$ cat config.mk
export PLATFORM = sky130hd
export DESIGN_NAME = regbank_readout_flat
export DESIGN_NICKNAME = d
export VERILOG_FILES = /design/src/rtl/regbank_readout_if.sv /design/src/rtl/regbank_readout.sv /design/src/flat_wrapper.sv
export SDC_FILE = /design/constraint.sdc
export NUM_CORES = 1
export LEC_CHECK = 0
export CORE_ASPECT_RATIO = 1.1
export CORE_MARGIN = 3
export CORE_UTILIZATION = 54
export CTS_CLUSTER_DIAMETER = 60
export CTS_CLUSTER_SIZE = 16
export DETAILED_ROUTE_END_ITERATION = 10
export PLACE_DENSITY = 0.95
export SLEW_MARGIN = 20
export SYNTH_ARGS = -nofsm -noshare
export SYNTH_HDL_FRONTEND = slang
export SYNTH_SLANG_ARGS = --single-unit
$ cat constraint.sdc
create_clock -name clk -period 3.2 [get_ports clk]
set_input_delay 0.48 -clock clk [delete_from_list [all_inputs] [get_ports clk]]
set_output_delay 0.48 -clock clk [all_outputs]
set_load 0.05 [all_outputs]
$ cat src/rtl/regbank_readout_if.sv
// Read port between the readout controller and regbank: address out, 32-bit data back.
interface regbank_readout_if;
  logic [4:0]  rd_sel;
  logic [31:0] rd_data;

  modport master (output rd_sel, input rd_data);
  modport slave  (input rd_sel, output rd_data);
endinterface

$ cat src/rtl/regbank_readout.sv
// Button-stepped regbank readout: debounced button walks address echo, fetch,
// low half and high half of a 32-bit register on the 16-bit LED bank.
module regbank_readout #(
  parameter int DB_CYCLES = 1000000,
  parameter int DB_W      = 20
) (
  input  logic                clk,
  input  logic                reset,
  input  logic [15:0]         in,
  input  logic                btn,
  regbank_readout_if.master   rb,
  output logic [15:0]         out,
  output logic                hi_half
);

  typedef enum logic [1:0] {S_ADDR, S_FETCH, S_LO, S_HI} state_t;

  localparam logic [DB_W-1:0] DB_LAST = DB_W'(DB_CYCLES);

  logic            sync_p0, sync_p1;
  logic            db, db_p2, press;
  logic [DB_W-1:0] cnt;

  state_t      state;
  logic [4:0]  addr, rd_sel;
  logic        scan;
  logic [31:0] data_q;

  logic unused_in;
  assign unused_in = ^in[14:5];

  assign rb.rd_sel = rd_sel;

  // Button path: 2-flop synchronizer, debounce counter, rising-edge pulse.
  // The toggle fires on the edge after cnt has counted DB_CYCLES mismatching
  // samples, which puts db at edge DB_CYCLES+2 from the first high sample.
  always_ff @(posedge clk or negedge reset) begin
    if (!reset) begin
      sync_p0 <= 1'b0;
      sync_p1 <= 1'b0;
      db      <= 1'b0;
      db_p2   <= 1'b0;
      cnt     <= '0;
      press   <= 1'b0;
    end else begin
      sync_p0 <= btn;
      sync_p1 <= sync_p0;
      if (sync_p1 == db) begin
        cnt <= '0;
      end else if (cnt == DB_LAST) begin
        db  <= ~db;
        cnt <= '0;
      end else begin
        cnt <= cnt + 1'b1;
      end
      db_p2 <= db;
      press <= db & ~db_p2;
    end
  end

  // Readout sequencer; rd_sel is set one edge ahead of the S_FETCH sample.
  always_ff @(posedge clk or negedge reset) begin
    if (!reset) begin
      state   <= S_ADDR;
      out     <= '0;
      rd_sel  <= '0;
      hi_half <= 1'b0;
      addr    <= '0;
      scan    <= 1'b0;
      data_q  <= '0;
    end else begin
      case (state)
        S_ADDR: begin
          out <= {11'b0, in[4:0]};
          if (press) begin
            addr   <= in[4:0];
            rd_sel <= in[4:0];
            scan   <= in[15];
            state  <= S_FETCH;
          end
        end
        S_FETCH: begin
          data_q  <= rb.rd_data;
          out     <= rb.rd_data[15:0];
          hi_half <= 1'b0;
          state   <= S_LO;
        end
        S_LO: begin
          if (press) begin
            out     <= data_q[31:16];
            hi_half <= 1'b1;
            state   <= S_HI;
          end
        end
        S_HI: begin
          if (press) begin
            if (scan) begin
              addr   <= addr + 5'd1;
              rd_sel <= addr + 5'd1;
              state  <= S_FETCH;
            end else begin
              hi_half <= 1'b0;
              state   <= S_ADDR;
            end
          end
        end
        default: state <= S_ADDR;
      endcase
    end
  end

endmodule

$ cat src/flat_wrapper.sv
// flat-port wrapper written by rule: the top's interface ports become plain ports
module regbank_readout_flat 
#(
  parameter int DB_CYCLES = 1000000,
  parameter int DB_W      = 20
)
  (clk, reset, in, btn, out, hi_half, rb_rd_sel, rb_rd_data);
  regbank_readout_if rb_i ();
  input  logic clk;
  input  logic reset;
  input  logic [15:0] in;
  input  logic btn;
  output logic [15:0] out;
  output logic hi_half;
  output wire logic [$bits(rb_i.rd_sel)-1:0] rb_rd_sel;
  input wire logic [$bits(rb_i.rd_data)-1:0] rb_rd_data;
  assign rb_rd_sel = rb_i.rd_sel;
  assign rb_i.rd_data = rb_rd_data;
  regbank_readout #(.DB_CYCLES(DB_CYCLES), .DB_W(DB_W)) u_core (.clk(clk), .reset(reset), .in(in), .btn(btn), .rb(rb_i), .out(out), .hi_half(hi_half));
endmodule
== Word-level counts from Yosys, hierarchy flattened ==
Cells that the tools add are included.

* Register bits after elaboration: 82
* Input bits: 51

* Add/sub/neg operators: 2
* Equal/unequal tests: 10
* Mux-type cells: 17
* Bitwise operators: 4
* Reduce and logical (&&, ||, !) cells: 10

{| class="wikitable"
|+ Operator list
! cell !! number
|-
| $pmux W16 S3 || 1
|-
| $mux W20 || 2
|-
| $add A20 B1 Y20 const B || 1
|-
| $eq A20 B20 Y1 const B || 1
|-
| $mux W16 || 1
|-
| $mux W5 || 3
|-
| $pmux W5 S2 || 1
|-
| $ne A2 B1 Y1 const B || 4
|-
| $pmux W2 S4 || 1
|-
| $reduce_and A4 Y1 || 2
|-
| $mux W2 || 3
|-
| $reduce_and A2 Y1 || 3
|-
| $reduce_bool A3 Y1 || 2
|-
| $add A5 B1 Y5 const B || 1
|-
| $eq A2 B2 Y1 const B || 2
|-
| $mux W1 || 4
|-
| $not A1 Y1 || 3
|-
| $pmux W1 S3 || 1
|-
| $reduce_and A3 Y1 || 1
|-
| $eq A2 B1 Y1 const B || 1
|-
| $logic_not A2 Y1 || 1
|-
| $ne A2 B2 Y1 const B || 1
|-
| $reduce_bool A2 Y1 || 1
|-
| $and A1 B1 Y1 || 1
|-
| $eq A1 B1 Y1 || 1
|}

== Depth between registers and ports, before layout ==
Gate-level depths: netlist (run 1).

* Depth after elaboration: 4
* Depth in mapped cells: 7

== Worst setup path before layout (run 1) ==
No wires, ideal clock.

* Path kind: reg2reg
* Start point: reg u_core.cnt[7]
* End point: reg u_core.db
* Data arrival time: 1886 ps
* Slack: 1189 ps
* Cell stages (with the launch flop): 5
* Buffers on the path: 0
* Period minus slack after synthesis: 2011 ps
* Cell sequence: dfrtp_1 > or4b_1 > or4_4 > nor2_1 > mux2_2

* Longest elaborated chain between the ends: 2

{| class="wikitable"
|+ RTL lines
! element !! line !! source
|-
| start: declaration || regbank_readout.sv:22 || <nowiki>logic [DB_W-1:0] cnt;</nowiki>
|-
| start signal: assignment || regbank_readout.sv:54 || <nowiki>cnt <= cnt + 1'b1;</nowiki>
|-
| $eq A20 B20 Y1 || regbank_readout.sv:50 || <nowiki>end else if (cnt == DB_LAST) begin</nowiki>
|-
| $reduce_and A2 Y1 (no line) || n/a ||
|-
| end signal: assignment || regbank_readout.sv:51 || <nowiki>db <= ~db;</nowiki>
|-
| end: declaration || regbank_readout.sv:21 || <nowiki>logic db, db_p2, press;</nowiki>
|}

Every way passes these cells.
A chain may end at the register's enable or synchronous reset.

== Worst setup path after layout (run 1) ==
* Start point: reg u_core.cnt[7]
* End point: reg u_core.cnt[5]

* Longest elaborated chain between the ends: 3

{| class="wikitable"
|+ RTL lines
! element !! line !! source
|-
| $eq A20 B20 Y1 || regbank_readout.sv:50 ||
|-
| $mux W20 || regbank_readout.sv:50 ||
|-
| $mux W20 || regbank_readout.sv:48 || <nowiki>if (sync_p1 == db) begin</nowiki>
|}

Every way passes these cells.

==> results of run 1 <==
==> cell usage after synthesis, drive strengths merged, types with 8 or more instances <==
master,count,area [um2]
a22oi,16,120
xor2,8,70.1
nand3,8,40.0
o21ai,23,119
a21oi,10,50.1
mux2,20,225
dfrtp,66,1650
nand2,20,75.1
a22o,11,96.3
clkbuf,11,41.3
ha,8,100
nor2,27,101
==> through the flow <==
step | worst slack [ns] | instances | hold WS [ns]
after floorplan | 1.19 | 290 | 0.184
after global routing | 0.623 | 431 | 0.172
after detailed placement | 0.726 | 415 | 0.341
final | 0.757 | 431 | 0.142
after CTS | 0.741 | 431 | 0.350
after global placement | 0.814 | 415 | 0.338
==> layout make-up <==
type / instances / area share, %
inverter: 7 / 0.660
multi-input combinational: 201 / 34.3
clock buffer: 12 / 3.64
clock inverter: 4 / 1.29
tap: 75 / 2.36
timing repair buffer: 66 / 16.3
sequential: 66 / 41.5
==> sequential cells by signal, indices dropped and copies added (netlist names) <==
register / cells
u_core.data_q: 16
u_core.state: 2
u_core.addr: 5
u_core.hi_half: 1
u_core.cnt: 20
u_core.db: 1
u_core.sync_p1: 1
u_core.press: 1
u_core.out: 16
u_core.db_p2: 1
u_core.sync_p0: 1
u_core.scan: 1
==> critical path, cell delays in order (launching register included) <==
cell,delay (ns)
dfrtp_1,0.44
or4b_1,0.54
or4_4,0.54
o21ai_2,0.65
nor2_1,0.12
==> power breakdown <==
part	internal, uW	total, uW	leakage [uW]	switching, uW
clock	382	695	0.0000966	313
combinational	61.8	121	0.000733	59.7
sequential	844	854	0.000884	9.62
==> final timing paths <==
kind,cells after the start,to
setup reg to reg,4,u_core.cnt[5]$_DFF_PN0_
setup / recovery,4,u_core.cnt[5]$_DFF_PN0_
hold / removal,1,u_core.addr[2]$_DFFE_PN0P_
hold reg to reg,0,u_core.sync_p1$_DFF_PN0_
max in group asynchronous,2,u_core.cnt[19]$_DFF_PN0_
min in group clk,0,u_core.sync_p1$_DFF_PN0_
==> metal layers <==
metal / GRT usage, % / wire, um / vias to the layer above
met1: 28.5 / 2910 / 1274
met4: 14.3 / 307 / 0
met5: 0 / 0 / -
met2: 43.6 / 4000 / 158
li1: - / - / 1184
met3: 6.20 / 631 / 34
==> kinds of logic (layout without fill, tap and decap cells) <==
group	after synthesis	after routing	synth area share, %
compound gates	72	72	15.4
simple gates	88	88	14.3
mux	21	21	7.54
flops	66	66	52.9
xor+xnor	12	12	3.37
fa+ha+maj	8	8	3.21
buf+inv	23	89	3.25
==> run_results.csv, run 1 <==
group,metric,value,unit
run_status,status,"finished clean",
clock_network,h-tree-depth,3,
cells_and_area,multi_input_area,1370,um2
critical_path,critical_path.max_fanout,20,
cells_and_area,layout_commonest_cell,"dfrtp_1",
yosys,syn_nets,349,
cells_and_area,antenna_cells,0,
yosys,ys_async_sr_fraction,100,%
sta,timing.final.crit_share,76.4,%
critical_path,arrival,2.63,ns
yosys,ys_seq_elements,66,
yosys,synth-seq-area-share,52.9,%
cells_and_area,fin_area,3980,um2
floorplanning,rows,28,
power_and_ir_drop,finalPower,1670,uW
sta,slew_viol_final,0,
clock_network,cts_buffer_depth,2,
critical_path,crit_type,"reg -> reg",
hold_path,hold_class,"in -> async",
sta,setup_viol,0,
clock_network,postCtsResizedCells,0,
sta,max_freq,0.409,GHz
grt,overflow,0,
drt,antenna_left,0,
cells_and_area,nets,410,
sta,fin_tns_setup,0,ns
placement,placed_cell_area,3780,um2
sta,maxSlewHeadroom,33.6,%
floorplanning,coreArea,5500,um2
clock_network,cts_root_buf,"clkbuf_8",
placement,place_congestion,0.845,
power_and_ir_drop,vdd.ir_drop.worst,0.292,mV
clock_network,worstSkewPairLatency,0.34,ns
grt,grt_pass1_vias,2690,
grt,grt_pass1_wl,13.1,mm
sta,tightest_slew,0.996,ns
power_and_ir_drop,powerDensity,419,nW/um2
yosys,yosysWarnings,0,
yosys,synth_cells,290,
yosys,synth_flop_cell,"dfrtp_1",
cells_and_area,final_core_util,72.4,%
clock_network,cts_tree,"done",
power_and_ir_drop,power_leakage,0.00171,uW
clock_network,clock-sinks,66,
yosys,syn_area_per_cell,10.8,um2
yosys,syn_area,3120,um2
critical_path,rrSetupSlack,0.76,ns
drt,drtIter0Drc,221,
cells_and_area,seq_area,1650,um2
cells_and_area,fillers,338,
critical_path,startpoint,"u_core.cnt[7]$_DFF_PN0_",
placement,portBuffers,62,
critical_path,cp.required,3.39,ns
placement,detailed_place_hpwl,5.17,mm
sta,rsz0062_at_grt,"false",
sta,fin_skew,0.0104,ns
sta,min_period,2.44,ns
cells_and_area,final_cell_mix,"dfrtp_1 (66), clkdlybuf4s50_1 (61), nor2_1 (27)",
drt,drt_pass1_iterations,5,
floorplanning,io_pins,73,
yosys,synth.distinct_cells,36,
drt,drt_wl_total,7.84,mm
clock_network,path_clk_slew,0.07,ns
drt,vias,2650,
floorplanning,die_height,85.7,um
drt,drc,0,
cells_and_area,area_growth,27.7,%
clock_network,cts_hold_buf,0,
grt,grt_max_degree,48,
critical_path,cp-start-kind,"flop",
clock_network,cts_made_buffers,9,
grt,antenna_found_initial,0,
floorplanning,dieArea,6730,um2
grt,grt_usage,25.2,%
critical_path,end_kind,"flop",
clock_network,post_cts_buffers,0,
sta,hold_violations,0,
floorplanning,start_util,56.7,%
cells_and_area,layout-drive-gt1-share,12.1,%
drt,vias_per_cell,6.15,
floorplanning,die_w,78.5,um
yosys,synth_edf_count,0,
critical_path,r2r_start,"u_core.cnt[7]$_DFF_PN0_",
drt,wl_per_cell,18.2,um
job,cap_viol_max_count,0,
Power figures use the tool's default switching activity.
==> inputs of run 2 (changes only) <==
--- a/config.mk
+++ b/config.mk
@@ -7,11 +7,11 @@
 export LEC_CHECK = 0
 export CORE_ASPECT_RATIO = 1.1
 export CORE_MARGIN = 3
-export CORE_UTILIZATION = 54
+export CORE_UTILIZATION = 50
 export CTS_CLUSTER_DIAMETER = 60
 export CTS_CLUSTER_SIZE = 16
 export DETAILED_ROUTE_END_ITERATION = 10
-export PLACE_DENSITY = 0.95
+export PLACE_DENSITY = 0.89
 export SLEW_MARGIN = 20
 export SYNTH_ARGS = -nofsm -noshare
 export SYNTH_HDL_FRONTEND = slang
==> constraint.sdc (replaced) <==
create_clock -name clk -period 2.3 [get_ports clk]
set_input_delay 0.345 -clock clk [delete_from_list [all_inputs] [get_ports clk]]
set_output_delay 0.345 -clock clk [all_outputs]
set_load 0.05 [all_outputs]
==> run_results.csv, run 2 (same netlist as run 1, synthesis figures left out) <==
group,metric,value,unit
sta,setup_slack,0.155,ns
critical_path,crit_type,"reg -> reg",
critical_path,end_kind,"flop",
critical_path,rrSetupSlack,0.15,ns
drt,drt_pass1_iterations,4,
drt,drc,0,
grt,grt_pass1_wl,12.1,mm
critical_path,crit_path_cell_trace,"or4b_1 > or4_4 > nor2_1 > mux2_2",
floorplanning,die_height,88.8,um
sta,slew_viol_final,0,
critical_path,startpoint,"u_core.cnt[7]$_DFF_PN0_",
critical_path,slowest_delay,0.55,ns
sta,maxSlewHeadroom,57.2,%
floorplanning,rows,29,
critical_path,crit_end,"u_core.db$_DFFE_PN0P_",
critical_path,r2r_end,"u_core.db$_DFFE_PN0P_",
cells_and_area,final_cell_mix,"dfrtp_1 (66), clkdlybuf4s50_1 (61), nor2_1 (27)",
critical_path,crit_buf_inv,0,
clock_network,postCtsResizedCells,0,
clock_network,path_clk_slew,0.07,ns
hold_path,min_path_cells,0,
sta,rsz0062_at_grt,"false",
floorplanning,start_util,52.7,%
sta,fin_skew,0.00992,ns
sta,setup_viol,0,
placement,portBuffers,62,
power_and_ir_drop,vdd.ir_drop.worst,0.368,mV
job,cap_viol_max_count,0,
cells_and_area,largest_reg_flops,20,
critical_path,critical_path.max_fanout,6,
cells_and_area,nets,414,
grt,grt_pass1_vias,2530,
power_and_ir_drop,p_seq_share,47.6,%
clock_network,h-tree-depth,3,
drt,met1_length,2.95,mm
critical_path,cp-start-kind,"flop",
cells_and_area,antenna_cells,0,
floorplanning,dieArea,7220,um2
clock_network,clock-sinks,66,
floorplanning,coreArea,5910,um2
critical_path,crit_family,"simple AND/OR/NAND/NOR gates",
sta,timing.final.crit_share,93.3,%
drt,antenna_left,0,
critical_path,cp.depth,4,
grt,grt_usage,22.1,%
cells_and_area,top_regs,"u_core.cnt x20, u_core.data_q x16, u_core.out x16",
placement,place_ws,0.198,ns
sta,tightest_slew,0.643,ns
sta,max_freq,0.466,GHz
power_and_ir_drop,p_switching,533,uW
clock_network,cts_tree,"done",
critical_path,cp.required,2.52,ns
drt,top_layer,"met4",
drt,drtIter0Drc,148,
critical_path,r2r_start,"u_core.cnt[7]$_DFF_PN0_",
power_and_ir_drop,pwr-share-comb,7.1,%
drt,vias,2533,
clock_network,cts_made_buffers,9,
clock_network,cts_root_buf,"clkbuf_8",
clock_network,worstSkewPairLatency,0.34,ns
power_and_ir_drop,powerDensity,610,nW/um2
drt,drt_wl_total,7.33,mm
cells_and_area,layout_commonest_cell,"dfrtp_1",
critical_path,cp_slowest_cell,"or4b_1",
drt,dr_wl_met3,450,um
grt,grt_max_degree,32,
cells_and_area,area_growth,31.2,%
floorplanning,io_pins,73,
cells_and_area,largest-register,"u_core.cnt",
drt,met2WireLength,3.74,mm
sta,min_period,2.15,ns
drt,wl_per_cell,16.8,um
power_and_ir_drop,intPower,1960,uW
power_and_ir_drop,p_sw_share,21.3,%
critical_path,r2r_cells,4,
placement,detailed_place_hpwl,5.00,mm
power_and_ir_drop,power_leakage,0.00177,uW
run_status,status,"finished clean",
sta,hold_violations,0,
clock_network,cts_buffer_depth,2,
hold_path,hold_class,"reg -> reg",
drt,vias_per_cell,5.80,
sta,fin_tns_setup,0,ns
power_and_ir_drop,clockPowerShare,45.4,%
grt,antenna_found_initial,0,
floorplanning,die_w,81.3,um
critical_path,arrival,2.36,ns
cells_and_area,layout-drive-gt1-share,13.3,%
placement,place_congestion,0.806,
grt,overflow,0,
cells_and_area,fillers,393,
[run 2: worst min path at each step]
stage	startpoint	endpoint	slack [ns]
floorplan	reset	u_core.addr[0]$_DFFE_PN0P_	0.05
global placement	reset	u_core.addr[3]$_DFFE_PN0P_	0.34
detailed placement	u_core.sync_p0$_DFF_PN0_	u_core.sync_p1$_DFF_PN0_	0.33
CTS	u_core.sync_p0$_DFF_PN0_	u_core.sync_p1$_DFF_PN0_	0.35
global route	u_core.sync_p0$_DFF_PN0_	u_core.sync_p1$_DFF_PN0_	0.36
finish	u_core.sync_p0$_DFF_PN0_	u_core.sync_p1$_DFF_PN0_	0.35
[run 2: layout make-up]
class | count | area [um2] | area share, %
flip-flops and latches | 66 | 1650 | 40.3
multi-input cells | 201 | 1370 | 33.4
repair buffers | 70 | 716 | 17.5
clock buffers | 12 | 165 | 4.03
well taps | 77 | 96.3 | 2.35
clock inverters | 4 | 72.6 | 1.77
inverters | 7 | 26.3 | 0.642
[run 2: repair_timing]
action	CTS	global route
hold buffers	1	0
hold endpoints to repair	20	0
setup buffers	0	0
[run 2: power by group through the flow]
stage | clock network (uW) | logic [uW] | registers [uW]
final | 1130 | 177 | 1190
after global placement | 0 | 171 | 1210
after floorplan | 0 | 28.8 | 1230
after CTS | 1150 | 178 | 1190
after global routing | 1200 | 190 | 1190
after detailed placement | 0 | 174 | 1210
[run 2: layer usage]
layer | vias up | track usage, %
li1 | 1182 | -
met1 | 1235 | 25.9
met2 | 99 | 38.7
met3 | 17 | 3.56
met4 | 0 | 11.4
met5 | - | 0
[run 2: per-stage QoR]
step                      area (um2)  power, uW  cells  util, %  hold slack, ns
after detailed placement        3850       1380    420     65.0           0.335
after CTS                       4090       2510    437     69.2           0.349
final                           4090       2500    437     69.2           0.348
after global routing            4090       2580    437     69.2           0.362
after floorplan                 3120       1260    290        -          0.0494
after global placement          3850       1380    420     65.0           0.337
==> inputs of run 3 (changes only) <==
--- a/config.mk
+++ b/config.mk
@@ -7,12 +7,14 @@
 export LEC_CHECK = 0
 export CORE_ASPECT_RATIO = 1.1
 export CORE_MARGIN = 3
-export CORE_UTILIZATION = 50
+export CORE_UTILIZATION = 57
 export CTS_CLUSTER_DIAMETER = 60
 export CTS_CLUSTER_SIZE = 16
 export DETAILED_ROUTE_END_ITERATION = 10
-export PLACE_DENSITY = 0.89
+export DONT_BUFFER_PORTS = 1
+export PLACE_DENSITY_LB_ADDON = 0.3
 export SLEW_MARGIN = 20
 export SYNTH_ARGS = -nofsm -noshare
 export SYNTH_HDL_FRONTEND = slang
 export SYNTH_SLANG_ARGS = --single-unit
+export TNS_END_PERCENT = 10
==> run_results.csv, run 3 (same netlist as run 1, synthesis figures left out) <==
group,metric,value,unit
critical_path,crit_buf_inv,2,
clock_network,post_cts_buffers,0,
grt,grt_pass1_wl,10.6,mm
critical_path,slowest_delay,0.47,ns
sta,fin_skew,0.00686,ns
cells_and_area,top_regs,"u_core.cnt x20, u_core.data_q x16, u_core.out x16",
sta,hold_violations,0,
power_and_ir_drop,vdd.ir_drop.worst,0.550,mV
drt,vias,2246,
power_and_ir_drop,power_leakage,0.00155,uW
floorplanning,io_pins,73,
cells_and_area,largest-register,"u_core.cnt",
clock_network,clock-sinks,66,
floorplanning,die_w,76.5,um
floorplanning,dieArea,6400,um2
clock_network,cts_root_buf,"clkbuf_8",
clock_network,cts_tree,"done",
sta,timing.final.crit_share,91.5,%
sta,maxSlewHeadroom,57.4,%
grt,grt_usage,21.0,%
drt,drt_pass1_iterations,5,
clock_network,h-tree-depth,3,
sta,tightest_slew,0.639,ns
run_status,status,"finished clean",
clock_network,worstSkewPairLatency,0.34,ns
drt,dr_wl_met3,313,um
critical_path,cp.required,2.53,ns
critical_path,cp_slowest_cell,"or4bb_1",
floorplanning,die_height,83.6,um
hold_path,hold_class,"in -> reg",
critical_path,crit_path_cell_trace,"inv_1 > ha_1 > or4bb_1 > or4_4 > o21ai_2 > buf_4 > nor2_1",
placement,place_ws,0.185,ns
grt,grt_pass1_vias,2210,
drt,met1_length,2.64,mm
drt,antenna_left,0,
critical_path,crit_type,"reg -> reg",
sta,setup_slack,0.196,ns
power_and_ir_drop,finalPower,2500,uW
cells_and_area,layout-drive-gt1-share,16.3,%
power_and_ir_drop,powerDensity,711,nW/um2
sta,min_period,2.10,ns
critical_path,crit_family,"simple AND/OR/NAND/NOR gates",
placement,place_inst,354,
drt,met2WireLength,3.16,mm
placement,place_congestion,0.794,
cells_and_area,layout_commonest_cell,"dfrtp_1",
floorplanning,coreArea,5130,um2
job,cap_viol_max_count,0,
drt,drtIter0Drc,125,
sta,fin_tns_setup,0,ns
drt,drc,0,
floorplanning,rows,27,
sta,setup_viol,0,
floorplanning,start_util,60.7,%
cells_and_area,final_cell_mix,"dfrtp_1 (66), nor2_1 (27), o21ai_0 (22)",
clock_network,cts_buffer_depth,2,
cells_and_area,area_growth,12.6,%
cells_and_area,largest_reg_flops,20,
placement,detailed_place_hpwl,4.34,mm
grt,grt_max_degree,67,
placement,portBuffers,0,
grt,antenna_found_initial,0,
sta,max_freq,0.475,GHz
drt,drt_wl_total,6.27,mm
critical_path,critical_path.max_fanout,20,
drt,vias_per_cell,6.02,
cells_and_area,nets,354,
clock_network,cts_made_buffers,9,
critical_path,cp-start-kind,"flop",
grt,overflow,0,
sta,rsz0062_at_grt,"false",
drt,top_layer,"met4",
sta,slew_viol_final,0,
critical_path,end_kind,"flop",
drt,wl_per_cell,16.8,um
critical_path,arrival,2.33,ns
cells_and_area,layoutNonFillerInstCount,373,
clock_network,path_clk_slew,0.07,ns
[run 3: report_power, final]
part	total [uW]	switching (uW)	internal, uW
combinational	65.3	43.6	21.7
clock	1220	446	776
sequential	1210	35.0	1170
[run 3: layer usage]
layer / vias to the layer above / track usage (%)
li1: 1065 / -
met1: 1102 / 24.6
met2: 62 / 35.2
met3: 17 / 6.05
met4: 0 / 10.4
met5: - / 0
[run 3: worst paths after layout]
check	start	endpoint	slack, ns	cells past startpoint
hold / removal	btn	u_core.sync_p0$_DFF_PN0_	0.03	0
setup reg to reg	u_core.cnt[0]$_DFF_PN0_	u_core.cnt[4]$_DFF_PN0_	0.20	7
max in group asynchronous	reset	u_core.cnt[10]$_DFF_PN0_	1.49	2
setup / recovery	u_core.cnt[0]$_DFF_PN0_	u_core.cnt[4]$_DFF_PN0_	0.20	7
hold reg to reg	u_core.sync_p0$_DFF_PN0_	u_core.sync_p1$_DFF_PN0_	0.35	0
min in group asynchronous	reset	u_core.addr[4]$_DFFE_PN0P_	0.55	2
[run 3: per-stage QoR]
stage	hold WS, ns	util (%)	instance area (um2)
after detailed placement	0.0508	62.7	3220
after floorplan	0.0494	-	3120
after global placement	0.0508	62.7	3220
after global routing	0.00608	68.3	3510
final	0.0294	68.4	3510
after CTS	0.0113	68.3	3510
[run 3: cell type report]
type / count / area [um2]
diodes: 1 / 2.50
clock buffers: 11 / 151
clock inverters: 5 / 100
fillers: 397 / 1620
inverters: 7 / 26.3
multi-input cells: 201 / 1370
flip-flops and latches: 66 / 1650
well taps: 72 / 90.1
repair buffers: 10 / 123
[run 3: repair_timing]
item | CTS | global route
gates resized for setup | 0 | 0
hold buffers | 2 | 0
endpoints found under the hold margin | 66 | 0
